**config.mk**
```make
export PLATFORM = sky130hd
export DESIGN_NAME = usrt_tx
export DESIGN_NICKNAME = d
export VERILOG_FILES = /design/src/rtl/usrt_tx.sv
export SDC_FILE = /design/constraint.sdc
export NUM_CORES = 1
export LEC_CHECK = 0
export CORE_MARGIN = 1
export CORE_UTILIZATION = 50
export DETAILED_ROUTE_END_ITERATION = 8
export PLACE_DENSITY = 0.73
export SETUP_SLACK_MARGIN = 0.4
export SYNTH_ARGS = -nofsm -noshare
export SYNTH_HDL_FRONTEND = slang
export SYNTH_SLANG_ARGS = --single-unit
```
**constraint.sdc**
```tcl
create_clock -name i_Pclk -period 2.07 [get_ports i_Pclk]
set_input_delay 0.207 -clock i_Pclk [delete_from_list [all_inputs] [get_ports i_Pclk]]
set_output_delay 0.207 -clock i_Pclk [all_outputs]
set_load 0.03 [all_outputs]
```
**src/rtl/usrt_tx.sv**
```systemverilog
// USRT transmitter: one-entry holding register feeding an LSB-first start/data/[parity]/stop serialiser.
// Optional even-parity bit compiled in when USRT_TX_PARITY_EN is defined; bits advance on i_BitEn strobes.
module usrt_tx #(
   parameter int DATA_W    = 8,
   parameter int STOP_BITS = 1
) (
   input  logic              i_Pclk,
   input  logic              i_Reset,
   input  logic              i_Write,
   input  logic [DATA_W-1:0] i_Data,
   input  logic              i_BitEn,
   output logic              o_TxD,
   output logic              o_Empty,
   output logic              o_Busy,
   output logic              o_Done,
   output logic              o_Overrun
);

   localparam logic [2:0] S_IDLE  = 3'd0;
   localparam logic [2:0] S_START = 3'd1;
   localparam logic [2:0] S_DATA  = 3'd2;
   localparam logic [2:0] S_STOP  = 3'd4;
`ifdef USRT_TX_PARITY_EN
   localparam logic [2:0] S_PAR   = 3'd3;
`endif

   logic [2:0]        state_q, state_d;
   logic [DATA_W-1:0] hold_q, hold_d;
   logic              full_q, full_d;
   logic [DATA_W-1:0] shift_q, shift_d;
   logic [2:0]        bitcnt_q, bitcnt_d;
   logic              stopcnt_q, stopcnt_d;
   logic              txd_q, txd_d;
   logic              done_q, done_d;
   logic              ovr_q, ovr_d;
`ifdef USRT_TX_PARITY_EN
   logic              par_q, par_d;
`endif
   logic              xfer;

   // The holding register empties in the same cycle IDLE copies it, so a write then is still accepted.
   assign xfer = (state_q == S_IDLE) && full_q;

   always_comb begin
      state_d   = state_q;
      hold_d    = hold_q;
      full_d    = full_q;
      shift_d   = shift_q;
      bitcnt_d  = bitcnt_q;
      stopcnt_d = stopcnt_q;
      txd_d     = txd_q;
      done_d    = 1'b0;
      ovr_d     = 1'b0;
`ifdef USRT_TX_PARITY_EN
      par_d     = par_q;
`endif

      if (i_Write) begin
         if (!full_q || xfer) begin
            hold_d = i_Data;
            full_d = 1'b1;
         end else begin
            ovr_d = 1'b1;
         end
      end else if (xfer) begin
         full_d = 1'b0;
      end

      case (state_q)
         S_IDLE: begin
            if (full_q) begin
               shift_d = hold_q;
`ifdef USRT_TX_PARITY_EN
               par_d   = ^hold_q;
`endif
               state_d = S_START;
            end
         end
         S_START: begin
            if (i_BitEn) begin
               txd_d    = 1'b0;
               bitcnt_d = 3'd0;
               state_d  = S_DATA;
            end
         end
         S_DATA: begin
            if (i_BitEn) begin
               txd_d   = shift_q[0];
               shift_d = shift_q >> 1;
               if (bitcnt_q == 3'(DATA_W - 1)) begin
                  stopcnt_d = 1'b0;
`ifdef USRT_TX_PARITY_EN
                  state_d   = S_PAR;
`else
                  state_d   = S_STOP;
`endif
               end else begin
                  bitcnt_d = bitcnt_q + 3'd1;
               end
            end
         end
`ifdef USRT_TX_PARITY_EN
         S_PAR: begin
            if (i_BitEn) begin
               txd_d   = par_q;
               state_d = S_STOP;
            end
         end
`endif
         S_STOP: begin
            if (i_BitEn) begin
               txd_d = 1'b1;
               if (stopcnt_q == 1'(STOP_BITS - 1)) begin
                  done_d  = 1'b1;
                  state_d = S_IDLE;
               end else begin
                  stopcnt_d = stopcnt_q + 1'b1;
               end
            end
         end
         default: state_d = S_IDLE;
      endcase
   end

   always_ff @(posedge i_Pclk) begin
      if (i_Reset) begin
         state_q   <= S_IDLE;
         hold_q    <= '0;
         full_q    <= 1'b0;
         shift_q   <= '0;
         bitcnt_q  <= 3'd0;
         stopcnt_q <= 1'b0;
         txd_q     <= 1'b1;
         done_q    <= 1'b0;
         ovr_q     <= 1'b0;
`ifdef USRT_TX_PARITY_EN
         par_q     <= 1'b0;
`endif
      end else begin
         state_q   <= state_d;
         hold_q    <= hold_d;
         full_q    <= full_d;
         shift_q   <= shift_d;
         bitcnt_q  <= bitcnt_d;
         stopcnt_q <= stopcnt_d;
         txd_q     <= txd_d;
         done_q    <= done_d;
         ovr_q     <= ovr_d;
`ifdef USRT_TX_PARITY_EN
         par_q     <= par_d;
`endif
      end
   end

   assign o_TxD     = txd_q;
   assign o_Empty   = !full_q;
   assign o_Busy    = (state_q != S_IDLE);
   assign o_Done    = done_q;
   assign o_Overrun = ovr_q;

endmodule

```
==> results.tsv <==
metric	value	unit
outcome	finished, final reports clean	
vias_per_cell	5.616	
crit_start	bitcnt_q[0]	
hold_viol_final	0	
post-place-ws	0.4324	ns
synth_mux_area_share	6.433	%
slew_violations	0	
synth_area_leader_cell	dfxtp_1	
synth_area	0.001323	sq mm
drv_cap	0	
cts_root_buffer	clkbuf_4	
path_clk_slew	0.14	ns
io_pins	17	
synthSimpleGateAreaFrac	22.14	%
min_period	1.610	ns
final_area	0.001549	sq mm
arrival	1.84	ns
cts-buffers-inserted	3	
synth_commonest_cells	26 x dfxtp_1, 15 x nand2b_1, 9 x a21oi_1	
synth_area_leaders	dfxtp_1 39%, nand2b_1 7.1%, a211oi_2 6.6%	
rsz0062_at_grt	no	
synth_seq_cells	26	
utilization	62.53	%
timing.rr.start	bitcnt_q[0]	
max_freq	0.6211	GHz
worst_slack	0.4599	ns
relSlewSlack	57.68	%
ys_types	38	
cp_max_fo	4	
synthArstFlopShare	0	%
cts-resized-gates	2	
overflow	0	
hpwl	1662	um
cts_tree	built	
synth_fa_ha_area_share	1.892	%
hp-class	primary input to flip-flop	
htreeDepth	1	
synth_edf_count	0	
r2r_slack	0.46	ns
cp-end-kind	flip-flop	
vias	994	
first_pass_iters	4	
fin_crit_sh	77.78	%
setup_viol	0	
skew	0.009821	ns
start_util	53.38	%
drt_iter0_markers	24	
grt_max_degree	21	
hold_buffers	0	
synth_ff_type	dfxtp_1	
dp_cells	173	
syn_inst	130	
drtAntennaViolNets	0	
worst_r2r_endpoint	bitcnt_q[0]	
grt_pass1_wl	4036	um
insertion_delay	0.32	ns
cp.required	2.30	ns
drive_above_1_share	21.77	%
fin_hold_ws	0.4614	ns
setup.worst_path.end	bitcnt_q[0]	
dpl-instance-area	0.001504	sq mm
syn_avg_cell_area	10.17	sq um
io_buffers	16	
p_leak	0.5181	nW
yosysSeqAreaShare	39.36	%
finalPower	1.000	mW
gp_congestion	0.7166	
die_area	0.002855	sq mm
core	0.002477	sq mm
setup.worst_path.start_class	flip-flop	
row_count	18	
powerDensity	645.6	mW/mm^2
synth_compound_area_share	23.18	%
track_usage	19.75	%
nNetsFinal	162	
syn_nets	144	
r2r_cells	5	
die_w	53.43	um
grt_pass1_vias	905	
drc_errors	0	
cts_setup_buffers	0	
vdd_drop_max	0.4117	mV
stdcell_count	177	
yosysMostFrequentCell	dfxtp_1	
cts_buffer_depth	2	
cts.sinks	26	
syn2layout_area_growth	17.12	%
antenna_cells	0	
yosysWarningCount	0	
die_h	53.43	um
synth_xor_area_share	0.6623	%
wl_per_cell	13.51	um
path_class	flip-flop to flip-flop	
synth_top_area_share	39.36	%
tightestPinTransition	0.6328	ns
setup_tns	0	ns
min-delay-start	i_Data[6]	
wirelength	2392	um
synth_top_family_by_area	compound AO/OA/AOI/OAI gates	
grt_antenna_before_repair	0	
==> routing by layer <==
metal	vias to the layer above	wire [um]	GRT usage, %
li1	512	-	-
met1	465	1317	29.07
met2	15	994	27.71
met3	2	69	3.448
met4	0	10	7.895
met5	-	0	0
==> worst min path at each step <==
stage               depth (start not counted)        end  slack [ns]
floorplan                                   2  hold_q[0]        0.37
global placement                            1      o_TxD        0.46
detailed placement                          2  hold_q[5]        0.46
CTS                                         3  hold_q[6]        0.45
global route                                3  hold_q[0]        0.46
finish                                      3  hold_q[6]        0.46
==> final cells by class <==
cell class | count | area (sq um)
fill | 223 | 928.4
clock buffer | 4 | 36.28
tap | 30 | 37.54
multi-input combinational | 90 | 728.2
inverter | 4 | 15.01
timing repair buffer | 23 | 210.2
sequential | 26 | 521.8
==> report_power, final <==
part | internal (mW) | switching, mW
Combinational | 0.0923 | 0.0993
Clock | 0.108 | 0.150
Sequential | 0.531 | 0.0197
Total | 0.731 | 0.269
==> registers in the layout (all words and copies together), names as in the netlist <==
name / flops
full_q: 1
shift_q: 8
state_q: 3
o_Overrun: 1
bitcnt_q: 3
o_Done: 1
o_TxD: 1
hold_q: 8
==> critical path: stages (launching register included) <==
cell,delay (ns)
dfxtp_1,0.36
ha_1,0.21
ha_2,0.20
or3b_2,0.49
a21oi_4,0.19
o2bb2ai_1,0.09
==> cells in the final DEF (no fill, tap or decap), types with 3 or more instances in the layout <==
cell type        synthesis  final
a211oi_2                 7      7
a21oi_1                  9      9
buf_4                    4      7
clkbuf_4                 0      3
clkdlybuf4s50_1          0     14
dfxtp_1                 26     25
inv_1                    4      4
mux2i_1                  7      7
nand2_1                  4      4
nand2b_1                15     15
nand3b_1                 3      3
nand4b_1                 8      8
o21ai_0                  8      8
o2bb2ai_1                3      3
==> cells by family after synthesis <==
family	Yosys count
muxes	8
and+or+nand+nor	41
adders and majority gates	2
xor gates and xnor gates	1
buffers and inverters	14
DFF	26
AOI/OAI and AO/OA	38
(Power assumes the default switching activity.)
